### config.mk
export PLATFORM = sky130hd
export DESIGN_NAME = fetch_controller
export DESIGN_NICKNAME = d
export VERILOG_FILES = /design/src/rtl/fetch_pkg.sv /design/src/rtl/fetch_buffer.sv /design/src/rtl/fetch_controller.sv
export SDC_FILE = /design/constraint.sdc
export NUM_CORES = 1
export LEC_CHECK = 0
export ABC_AREA = 1
export CORE_UTILIZATION = 40
export CTS_BUF_LIST = sky130_fd_sc_hd__clkbuf_4
export DETAILED_ROUTE_END_ITERATION = 8
export GPL_TIMING_DRIVEN = 0
export PLACE_DENSITY = 0.65
export SETUP_SLACK_MARGIN = 0.05
export SKIP_LAST_GASP = 1
export SYNTH_ARGS = -nofsm -noshare
export SYNTH_HDL_FRONTEND = slang
export SYNTH_SLANG_ARGS = --single-unit
export TNS_END_PERCENT = 30
### constraint.sdc
create_clock -name clk -period 12 [get_ports clk]
set_input_delay 2.4 -clock clk [delete_from_list [all_inputs] [get_ports clk]]
set_output_delay 2.4 -clock clk [all_outputs]
set_load 0.005 [all_outputs]
### src/rtl/fetch_pkg.sv
// Shared types and constants for the instruction fetch controller.
package fetch_pkg;

    typedef enum logic [1:0] {
        StIdle,
        StRun,
        StFault
    } fetch_state_e;

    localparam int unsigned INSTR_BYTES      = 4;
    localparam logic [1:0]  ALIGN_MASK       = 2'(INSTR_BYTES - 1);
    localparam int unsigned FETCH_XLEN       = 32;
    localparam int unsigned FETCH_ADDR_WIDTH = 32;

    // Buffer entry layout: PC in the upper bits, instruction word in the lower bits.
    typedef struct packed {
        logic [FETCH_ADDR_WIDTH-1:0] pc;
        logic [FETCH_XLEN-1:0]       instr;
    } fetch_entry_t;

    function automatic logic is_misaligned(input logic [1:0] addr_lsbs);
        return |(addr_lsbs & ALIGN_MASK);
    endfunction

endpackage

### src/rtl/fetch_buffer.sv
// Synchronous FIFO with push, pop and flush; the head reads zero while the buffer is empty.
module fetch_buffer #(
    parameter int unsigned Depth = 2,
    parameter int unsigned Width = 64,
    localparam int unsigned CntW = $clog2(Depth) + 1
) (
    input  logic             clk,
    input  logic             rst,
    input  logic             push,
    input  logic [Width-1:0] push_data,
    input  logic             pop,
    input  logic             flush,
    output logic [CntW-1:0]  count,
    output logic [Width-1:0] head
);

    localparam int unsigned PtrW = $clog2(Depth);

    logic [Width-1:0] mem [Depth];
    logic [PtrW-1:0]  wr_ptr_q;
    logic [PtrW-1:0]  rd_ptr_q;
    logic [CntW-1:0]  count_q;
    logic             do_push;
    logic             do_pop;

    assign do_push = push && (count_q != CntW'(Depth));
    assign do_pop  = pop && (count_q != '0);

    // Depth is a power of two, so the pointers wrap naturally.
    always_ff @(posedge clk) begin
        if (rst || flush) begin
            wr_ptr_q <= '0;
            rd_ptr_q <= '0;
            count_q  <= '0;
        end else begin
            if (do_push) begin
                mem[wr_ptr_q] <= push_data;
                wr_ptr_q      <= wr_ptr_q + 1'b1;
            end
            if (do_pop) begin
                rd_ptr_q <= rd_ptr_q + 1'b1;
            end
            case ({do_push, do_pop})
                2'b10:   count_q <= count_q + 1'b1;
                2'b01:   count_q <= count_q - 1'b1;
                default: count_q <= count_q;
            endcase
        end
    end

    assign count = count_q;
    assign head  = (count_q != '0) ? mem[rd_ptr_q] : '0;

endmodule

### src/rtl/fetch_controller.sv
// Instruction fetch controller: PC, fetch FSM, redirect handling and fetch buffer.
// Optional performance counters are built when FETCH_PERF_CNT_EN is defined.
module fetch_controller
    import fetch_pkg::*;
#(
    parameter int unsigned            XLEN       = FETCH_XLEN,
    parameter int unsigned            ADDR_WIDTH = FETCH_ADDR_WIDTH,
    parameter logic [ADDR_WIDTH-1:0]  RESET_PC   = '0,
    parameter int unsigned            BUF_DEPTH  = 2
) (
    input  logic                  clk,
    input  logic                  rst,
    input  logic                  fetch_en,
    input  logic                  redirect_valid,
    input  logic [ADDR_WIDTH-1:0] redirect_pc,
    output logic [ADDR_WIDTH-1:0] imem_addr,
    input  logic [XLEN-1:0]       imem_instr,
    output logic                  out_valid,
    input  logic                  out_ready,
    output logic [XLEN-1:0]       out_instr,
    output logic [ADDR_WIDTH-1:0] out_pc,
    output logic                  fetch_fault,
    output logic [31:0]           perf_fetch_cnt,
    output logic [31:0]           perf_stall_cnt
);

    localparam int unsigned EntryW = ADDR_WIDTH + XLEN;
    localparam int unsigned CntW   = $clog2(BUF_DEPTH) + 1;

    fetch_state_e          state_q;
    logic [ADDR_WIDTH-1:0] pc_q;
    logic                  fault_q;
    logic [CntW-1:0]       count;
    logic [EntryW-1:0]     head;
    logic                  misaligned;
    logic                  fetch;
    logic                  pop;

    assign misaligned = is_misaligned(redirect_pc[1:0]);
    // Redirect outranks both fetch and dequeue.
    assign fetch = (state_q == StRun) && fetch_en && (count < CntW'(BUF_DEPTH)) && !redirect_valid;
    assign pop   = out_valid && out_ready && !redirect_valid;

    fetch_buffer #(
        .Depth (BUF_DEPTH),
        .Width (EntryW)
    ) u_buffer (
        .clk       (clk),
        .rst       (rst),
        .push      (fetch),
        .push_data ({pc_q, imem_instr}),
        .pop       (pop),
        .flush     (redirect_valid),
        .count     (count),
        .head      (head)
    );

    always_ff @(posedge clk) begin
        if (rst) begin
            state_q <= StIdle;
            pc_q    <= RESET_PC;
            fault_q <= 1'b0;
        end else if (redirect_valid) begin
            pc_q <= redirect_pc;
            if (misaligned) begin
                state_q <= StFault;
                fault_q <= 1'b1;
            end else begin
                fault_q <= 1'b0;
                case (state_q)
                    StFault: state_q <= StRun;
                    StRun:   state_q <= fetch_en ? StRun : StIdle;
                    default: state_q <= StIdle;
                endcase
            end
        end else begin
            case (state_q)
                StIdle:  if (fetch_en) state_q <= StRun;
                StRun:   if (!fetch_en) state_q <= StIdle;
                default: state_q <= state_q;
            endcase
            if (fetch) begin
                pc_q <= pc_q + ADDR_WIDTH'(INSTR_BYTES);
            end
        end
    end

    assign imem_addr   = pc_q;
    assign out_valid   = (count != '0);
    assign out_pc      = head[EntryW-1 -: ADDR_WIDTH];
    assign out_instr   = head[XLEN-1:0];
    assign fetch_fault = fault_q;

`ifdef FETCH_PERF_CNT_EN
    logic [31:0] fetch_cnt_q;
    logic [31:0] stall_cnt_q;
    logic        stall;

    assign stall = (state_q == StRun) && fetch_en && (count == CntW'(BUF_DEPTH)) && !pop;

    always_ff @(posedge clk) begin
        if (rst) begin
            fetch_cnt_q <= '0;
            stall_cnt_q <= '0;
        end else begin
            if (fetch) fetch_cnt_q <= fetch_cnt_q + 32'd1;
            if (stall) stall_cnt_q <= stall_cnt_q + 32'd1;
        end
    end

    assign perf_fetch_cnt = fetch_cnt_q;
    assign perf_stall_cnt = stall_cnt_q;
`else
    assign perf_fetch_cnt = '0;
    assign perf_stall_cnt = '0;
`endif

endmodule

=== Word level (Yosys, flattened, before mapping) ===
Memories as Yosys holds them, arrays and structs flattened. A register that Yosys moved wholly into a read port is not among the register bits.
Cells that the tools add are included.

* Flip-flop bits (word level): 39
* Bits in latches: 0
* RAM bits: 128
* Bits in read-only memories: 0
* Input port bits: 69
* Output and inout port bits: 162
* Logic and storage cells: 53
* Memories kept: 1

{| class="wikitable"
|+ Memory list
! memory !! depth !! width !! read ports !! clocked after Yosys merged registers in !! wr ports !! RTL line !! RTL
|-
| u_buffer.mem || 2 || 64 || 1 || 1 || 1 || fetch_buffer.sv:19 || <nowiki>logic [Width-1:0] mem [Depth];</nowiki>
|}

* $add $sub $neg: 5
* Multipliers: 0
* Divide/modulo/power cells: 0
* Magnitude comparators: 1
* Equality and inequality tests: 7
* Shifts and indexed selects: 0
* Multiplexer cells: 17
* Bitwise gates (word level): 0
* Reductions and logical operators: 16

{| class="wikitable"
|+ Operators by type and width
! operator !! number
|-
| $mux W32 || 2
|-
| $mux W64 || 1
|-
| $add A32 B3 Y32 const B || 1
|-
| $mux W2 || 4
|-
| $pmux W2 S2 || 2
|-
| $logic_and A1 B1 Y1 || 7
|-
| $mux W1 || 7
|-
| $ne A3 B3 Y1 const B || 2
|-
| $reduce_bool A2 Y1 || 3
|-
| $eq A2 B1 Y1 const B || 2
|-
| $eq A2 B2 Y1 const B || 2
|-
| $reduce_and A3 Y1 || 1
|-
| $reduce_bool A3 Y1 || 1
|-
| $add A1 B1 Y1 const B || 2
|-
| $add A2 B1 Y2 const B || 1
|-
| $logic_not A2 Y1 || 1
|-
| $lt A2 B2 Y1 const B || 1
|-
| $ne A2 B2 Y1 const B || 1
|-
| $pmux W1 S2 || 1
|-
| $reduce_or A2 Y1 || 1
|-
| $sub A2 B1 Y2 const B || 1
|-
| $logic_not A1 Y1 || 1
|-
| $logic_or A1 B1 Y1 || 1
|}

=== Longest topological paths before layout ===
Gate-level depths: netlist of the first run.

* Word-level depth: 8
* Depth in mapped cells: 10

=== Hierarchy ===
Synthesis of the first run repeated with hierarchy kept, for this count alone.

* Cells, all modules: 833
* Area total of the unflattened synthesis: 8270.4 um2

{| class="wikitable"
|+ By module, submodules not included
! module !! instances !! cells an instance !! area each (um2) !! sequential area each (um2)
|-
| fetch_buffer || 1 || 378 || 5368.9 || 3943.8
|-
| fetch_controller || 1 || 455 || 2901.5 || 700.7
|}

=== Least setup slack after synthesis of the first run ===
Ideal clock, no wire load.

* Path kind: input to register
* Start: in rst
* End: mem u_buffer.mem[0][0], enable pin
* Setup time: 565 ps
* Data arrival time: 7388 ps
* Data required time: 11435 ps
* Slack: 4048 ps
* Cell stages on the path: 4
* Buffers on the path: 1
* Cells stage by stage: clkbuf_1 > nor2_2 > inv_1 > nor3_1

* Longest elaborated chain between the ends: 3

{| class="wikitable"
|+ Ends and longest elaborated chain
! what !! RTL line !! RTL
|-
| start: declaration || fetch_controller.sv:12 || <nowiki>input logic rst,</nowiki>
|-
| $logic_or A1 B1 Y1 || fetch_buffer.sv:31 || <nowiki>if (rst || flush) begin</nowiki>
|-
| $mux W1 || fetch_buffer.sv:31 ||
|-
| $mux W1 (not written as such) || fetch_buffer.sv:37 || <nowiki>mem[wr_ptr_q] <= push_data;</nowiki>
|-
| end: declaration || fetch_buffer.sv:19 ||
|}

Every way passes these cells.

=== Final worst setup path of the first run ===
* Start: reg u_buffer.count_q[1], in the netlist u_buffer.count[1]
* End: out out_pc[12]

* Longest elaborated chain between the ends: 2

{| class="wikitable"
|+ Ends and longest elaborated chain
! what !! RTL line !! RTL
|-
| start: declaration || fetch_buffer.sv:22 || <nowiki>logic [CntW-1:0] count_q;</nowiki>
|-
| start signal: assignment || fetch_buffer.sv:44 || <nowiki>2'b10: count_q <= count_q + 1'b1;</nowiki>
|-
| start signal: assignment || fetch_buffer.sv:45 || <nowiki>2'b01: count_q <= count_q - 1'b1;</nowiki>
|-
| start signal: assignment || fetch_buffer.sv:46 || <nowiki>default: count_q <= count_q;</nowiki>
|-
| $reduce_bool A2 Y1 || fetch_buffer.sv:52 || <nowiki>assign head = (count_q != '0) ? mem[rd_ptr_q] : '0;</nowiki>
|-
| $mux W64 || fetch_buffer.sv:52 ||
|-
| end: declaration || fetch_controller.sv:21 || <nowiki>output logic [ADDR_WIDTH-1:0] out_pc,</nowiki>
|}

Every way passes these cells.

==> results.cfg, run 1 <==
[power_and_ir_drop]
leakage_nw = 4.01
p_per_area_nw_per_um2 = 106
vdd_drop_max_v = 0.0000589

[cts]
htreeDepth = 4
clk_latency_ns = 0.59
clk_path_buf_depth = 2
cts_setup_buffers = 0
postCtsResizedCells = 0
cts_tree = yes
clock-sinks = 168
clk_pin_slew_ns = 0.16
cts.root.buffer_cell = clkbuf_4
cts_hold_buf = 0
cts_made_buffers = 17

[worst_setup_path]
cp-endpoint = out_pc[12]
startpoint = u_buffer.count[1]
path_cells = nor2_1, buf_2, buf_1, a21oi_1, clkdlybuf4s50_1
worstReg2RegStart = state_q[1]
start_kind = flop
crit_slowest_cell = clkdlybuf4s50_1
worstSetupPathType = reg -> out
worst_ep_required_time_ns = 9.60
cp-end-kind = output pin
arrival_ns = 2.58
path_buf_inv = 3
path_max_fanout = 10
reg2reg_slack_ns = 9.12
r2r-end = u_buffer.mem[1][59]
critPathTopFamily = buffers and inverters
path_depth = 5
reg2regPathDepth = 10
cpPeakStageDelay_ns = 0.48

[worst_hold_path]
hold_class = reg -> reg

[drt]
via_per_inst = 4.64
drc_errors = 0
drt_iter0_markers = 330
drt-pass1-iter-count = 5
drt-total-wl_um = 20000
vias = 6254
wl_per_cell_um = 14.8
antenna_left = 0

[floorplan]
core_um2 = 19000
die_area_um2 = 20300
die_x_um = 142
initial_utilization_pct = 41.4
die_y_um = 142
placementRows = 50
design.portCount = 231

[logic_synthesis]
yosys.area_share.xor_xnor_pct = 0.222
yosysSeqAreaShare_pct = 59.0
synth_cells = 816
synth_ff_type = edfxtp_1
synth-compound-area-share_pct = 9.82
synth_area_um2 = 7880
synth_cell_types = 43
synth_top_family_by_area = simple AND/OR/NAND/NOR gates
yosysWarnings = 0
synthMuxAreaShare_pct = 0
synth_enable_flop_cells = 128
synth_area_per_cell_um2 = 9.65
synthAdderAreaFrac_pct = 0.794
async_flop_share_pct = 0
ys_seq_elements = 168
yosys.area_share.simple_pct = 19.9

[global_route]
grtUsageMet2_pct = 32.9
track_usage_pct = 19.9
grt_pass1_wl_um = 30400
grt_max_degree = 18
grtUsageMet1_pct = 26.2
grt_pass1_vias = 5689
grtUsageMet3_pct = 4.71
antenna_found_initial = 1
grt_overflow = 0
top_usage_layer = met2

[sta]
relSlewSlack_pct = 52.2
final-hold-violation-count = 0
tightest_slew_ns = 0.716
setup_slack_ns = 7.02
worst_clock_skew_ns = 0.0272
fin_crit_ns = 4.98
fin_tns_setup_ns = 0
setup_violations = 0
finalCritPeriodShare_pct = 41.5
fmax_ghz = 0.201
rsz0062_at_grt = false
slew_violations = 0

[layout]
fin_nets = 1149
synthToLayoutAreaGrowth_pct = 33.9
multi_input_area_um2 = 2670
drive_above_1_share_pct = 15.2
layout.area.seq_um2 = 4640
fillers = 1783

[placement]
portBuffers = 164
place_congestion = 0.867
place_ws_ns = 6.78
hpwl_um = 14700

[outcome]
outcome = finished, final reports clean

[job]
max_cap_viol_count = 0
==> registers in the layout, indices dropped and copies added (netlist names), named ones only <==
signal and cells:
state_q 2, u_buffer.wr_ptr_q 1, fetch_fault 1, imem_addr 32, u_buffer.count 2, u_buffer.mem 128, u_buffer.rd_ptr_q 1
==> through the flow <==
| step | hold WS (ns) | total power [mW] | instances | utilization [%] | instance area (µm²) |
|---|---|---|---|---|---|
| 2_1_floorplan | 0.447 | 0.717 | 879 | - | 8110 |
| 3_3_place_gp | 0.449 | 0.774 | 1303 | 53.0 | 10100 |
| 3_5_place_dp | 0.450 | 0.776 | 1316 | 53.8 | 10200 |
| 4_1_cts | 0.472 | 1.12 | 1348 | 55.4 | 10500 |
| 5_1_grt | 0.490 | 1.16 | 1349 | 55.4 | 10500 |
| 6_report | 0.470 | 1.12 | 1349 | 55.4 | 10500 |
==> synth_stat cells (7+ instances only) <==
| master | count | area share [%] |
|---|---|---|
| inv_1 | 45 | 2.1 |
| edfxtp_1 | 128 | 49 |
| a21oi_1 | 88 | 5.6 |
| nand2_2 | 10 | 0.79 |
| nand2_1 | 233 | 11 |
| buf_4 | 66 | 6.3 |
| clkbuf_1 | 13 | 0.62 |
| inv_2 | 7 | 0.33 |
| nand3_1 | 29 | 1.8 |
| a31oi_1 | 8 | 0.64 |
| dfxtp_1 | 40 | 10 |
| nor2_2 | 11 | 0.87 |
| buf_1 | 10 | 0.48 |
| o21ai_0 | 18 | 1.1 |
| nor2_1 | 49 | 2.3 |
==> routing by layer <==
layer | up-vias | share of wire (%)
li1 | 3130 | -
met1 | 2896 | 45
met2 | 216 | 49
met3 | 12 | 6.0
met4 | 0 | 0.82
met5 | - | 0
==> worst min-delay path by stage <==
stage | from | to | slack [ns] | depth (start not counted)
final | fetch_fault | fetch_fault | 0.47 | 2
after global routing | fetch_fault | fetch_fault | 0.49 | 2
after CTS | fetch_fault | fetch_fault | 0.47 | 2
after detailed placement | fetch_fault | fetch_fault | 0.45 | 2
after global placement | fetch_fault | fetch_fault | 0.45 | 2
after floorplan | fetch_fault | fetch_fault | 0.45 | 2
==> where the power goes <==
| part | switching (mW) | internal (mW) | leakage [nW] |
|---|---|---|---|
| logic | 0.0497 | 0.0626 | 2.33 |
| clock network | 0.219 | 0.132 | 0.163 |
| registers | 0.0161 | 0.636 | 1.52 |
==> worst reg2reg max path: stages, from the launching register on <==
cell and delay, ns:
dfxtp_1 0.34, inv_1 0.10, ha_1 0.20, nand2_1 0.15
nor2_8 0.23, inv_2 0.14, nor3_2 0.54, buf_4 0.34
buf_6 0.20, buf_6 0.18, buf_6 0.17
==> cells in the final DEF, fill, tap and decap left out, drive strengths merged, types with 5 or more instances in the layout <==
cell	synthesis	layout
inv	52	63
clkdlybuf4s50	0	164
clkbuf	13	30
nand3	31	31
buf	81	94
nand2	246	246
ha	5	5
nand4	5	5
conb	1	64
nor2	67	67
a31oi	8	8
o21ai	23	23
edfxtp	128	128
a21oi	93	93
dfxtp	40	40
==> final cells by class <==
cell class / instances / share of cell area [%]
Buffer: 94 / 5.81
Antenna cell: 1 / 0.0237
Timing Repair Buffer: 177 / 17.0
Inverter: 52 / 1.85
Clock buffer: 17 / 1.21
Clock inverter: 15 / 1.66
Tap cell: 260 / 3.09
Multi-Input combinational cell: 565 / 25.3
Sequential cell: 168 / 44.0
==> logic make-up after synthesis <==
family | Yosys count
buffers and inverters | 146
AOI/OAI and AO/OA | 139
and+or+nand+nor | 355
adders and majority gates | 5
DFF | 168
other | 1
xor gates and xnor gates | 2
No activity file was read; power rests on OpenSTA's default activity.
==> run 2, diff against run 1 <==
--- a/config.mk
+++ b/config.mk
@@ -10,7 +10,7 @@
 export CTS_BUF_LIST = sky130_fd_sc_hd__clkbuf_4
 export DETAILED_ROUTE_END_ITERATION = 8
 export GPL_TIMING_DRIVEN = 0
-export PLACE_DENSITY = 0.65
+export PLACE_DENSITY = 0.68
 export SETUP_SLACK_MARGIN = 0.05
 export SKIP_LAST_GASP = 1
 export SYNTH_ARGS = -nofsm -noshare
==> constraint.sdc (replaced) <==
create_clock -name clk -period 4.55 [get_ports clk]
set_input_delay 0.91 -clock clk [delete_from_list [all_inputs] [get_ports clk]]
set_output_delay 0.91 -clock clk [all_outputs]
set_load 0.005 [all_outputs]
==> results.cfg, run 2 (same netlist as run 1, synthesis figures left out) <==
[worst_setup_path]
cpPeakStageDelay_ns = 0.52
worstSetupPathType = reg -> out
crit_slowest_cell = clkdlybuf4s50_1
start_kind = flop
path_max_fanout = 10
path_cells = nor2_1, buf_2, buf_1, a21oi_1, clkdlybuf4s50_1
arrival_ns = 2.53
worst_ep_required_time_ns = 3.64
cp-end-kind = output pin

[sta]
slew_violations = 0
fmax_ghz = 0.291
final-hold-violation-count = 0
worst_clock_skew_ns = 0.0174
finalCritPeriodShare_pct = 75.5
setup_violations = 0
rsz0062_at_grt = false
tightest_slew_ns = 0.739
relSlewSlack_pct = 50.7
fin_crit_ns = 3.44

[placement]
placed_cell_area_um2 = 10200
place_congestion = 0.876
hpwl_um = 14400
portBuffers = 164

[power_and_ir_drop]
pwr-share-seq_pct = 61.5
p_per_area_nw_per_um2 = 266
power_frac_comb_pct = 10.6
vdd_drop_max_v = 0.000153
cell_internal_pwr_mw = 2.12
power_switching_mw = 0.677
clockPowerShare_pct = 28.0
switching_share_pct = 24.2
leakage_nw = 3.97

[cts]
postCtsResizedCells = 0
htreeDepth = 4
clk_pin_slew_ns = 0.13
cts_hold_buf = 0
cts.root.buffer_cell = clkbuf_4
cts_tree = yes
clk_path_buf_depth = 2
clock-sinks = 168
cts_setup_buffers = 0
clk_latency_ns = 0.56
cts_made_buffers = 17

[floorplan]
die_x_um = 142
core_um2 = 19000
design.portCount = 231
initial_utilization_pct = 41.4
die_y_um = 142
placementRows = 50
die_area_um2 = 20300

[global_route]
grtUsageMet2_pct = 33.5
top_usage_layer = met2
grt_pass1_wl_um = 29800
grtUsageMet1_pct = 24.6
grtUsageMet3_pct = 4.58
grt_overflow = 0
antenna_found_initial = 1
track_usage_pct = 19.7
grt_max_degree = 17
grt_pass1_vias = 5604

[worst_hold_path]
hold_class = reg -> reg

[layout]
fin_nets = 1149
final_common_cell = nand2_1
fin_area_um2 = 10500
final_cell_mix = nand2_1 (233), clkdlybuf4s50_1 (164), edfxtp_1 (128), a21oi_1 (88), buf_4 (66)
post-route-util_pct = 55.2
synthToLayoutAreaGrowth_pct = 33.2
drive_above_1_share_pct = 14.9
largest_reg_flops = 128
max_flop_register = u_buffer.mem

[drt]
drt-pass1-iter-count = 4
via_per_inst = 4.56
vias = 6156
drc_errors = 0
wl_per_cell_um = 14.6
drt-total-wl_um = 19600
drt_iter0_markers = 354
antenna_left = 0

[outcome]
outcome = finished, final reports clean

[job]
max_cap_viol_count = 0
==> run 2: cell types whose count changed in the layout (fill, tap and decap cells not counted), sizes merged <==
cell / change
bufinv: -1
clkinv: +4
inv: -9
clkinvlp: +4
clkbuf: +2
==> run 2: final timing paths <==
check | slack, ns | cells past startpoint | start | endpoint
setup / recovery | 1.11 | 5 | u_buffer.count[1] | out_pc[16]
hold reg to reg | 0.47 | 2 | fetch_fault | fetch_fault
hold / removal | 0.47 | 2 | fetch_fault | fetch_fault
setup reg to reg | 1.77 | 10 | state_q[1] | u_buffer.mem[1][2]
==> run 2: cell type report <==
cell class / instances / area (µm²)
fill: 1774 / 8530
sequential: 168 / 4640
multi-input combinational: 565 / 2670
timing repair buffer: 177 / 1800
buffer: 94 / 613
tap: 260 / 325
inverter: 52 / 195
clock buffer: 19 / 143
clock inverter: 13 / 105
antenna: 1 / 2.50
==> run 2: through the flow <==
step / setup slack (ns) / power, mW / hold slack (ns) / TNS (ns) / std cells
2_1_floorplan: -1.91 / 1.89 / 0.447 / -244.79 / 879
3_5_place_dp: 0.947 / 2.04 / 0.449 / 0 / 1316
4_1_cts: 1.01 / 2.82 / 0.473 / 0 / 1348
3_3_place_gp: -5.14 / 2.04 / 0.449 / -652.99 / 1303
5_1_grt: 0.885 / 2.91 / 0.515 / 0 / 1349
6_report: 1.11 / 2.80 / 0.467 / 0 / 1349
==> run 2: per-layer routing <==
metal,vias up,part of all wire (%)
li1,3135,-
met1,2763,43
met2,231,49
met3,27,6.6
met4,0,1.8
met5,-,0
==> run 2: critical path, delay by kind of cell, from the launching register on <==
kind,cells,cell delay (ns)
buf+inv,3,1.28
flops,1,0.40
simple gates,1,0.15
compound gates,1,0.13
==> run 2: power by group through the flow <==
| stage | logic (mW) | clock network, mW | registers (mW) |
|---|---|---|---|
| 6_report | 0.295 | 0.782 | 1.72 |
| 5_1_grt | 0.325 | 0.865 | 1.72 |
| 4_1_cts | 0.294 | 0.812 | 1.72 |
| 3_5_place_dp | 0.292 | 0 | 1.75 |
| 3_3_place_gp | 0.285 | 0 | 1.75 |
| 2_1_floorplan | 0.149 | 0 | 1.74 |
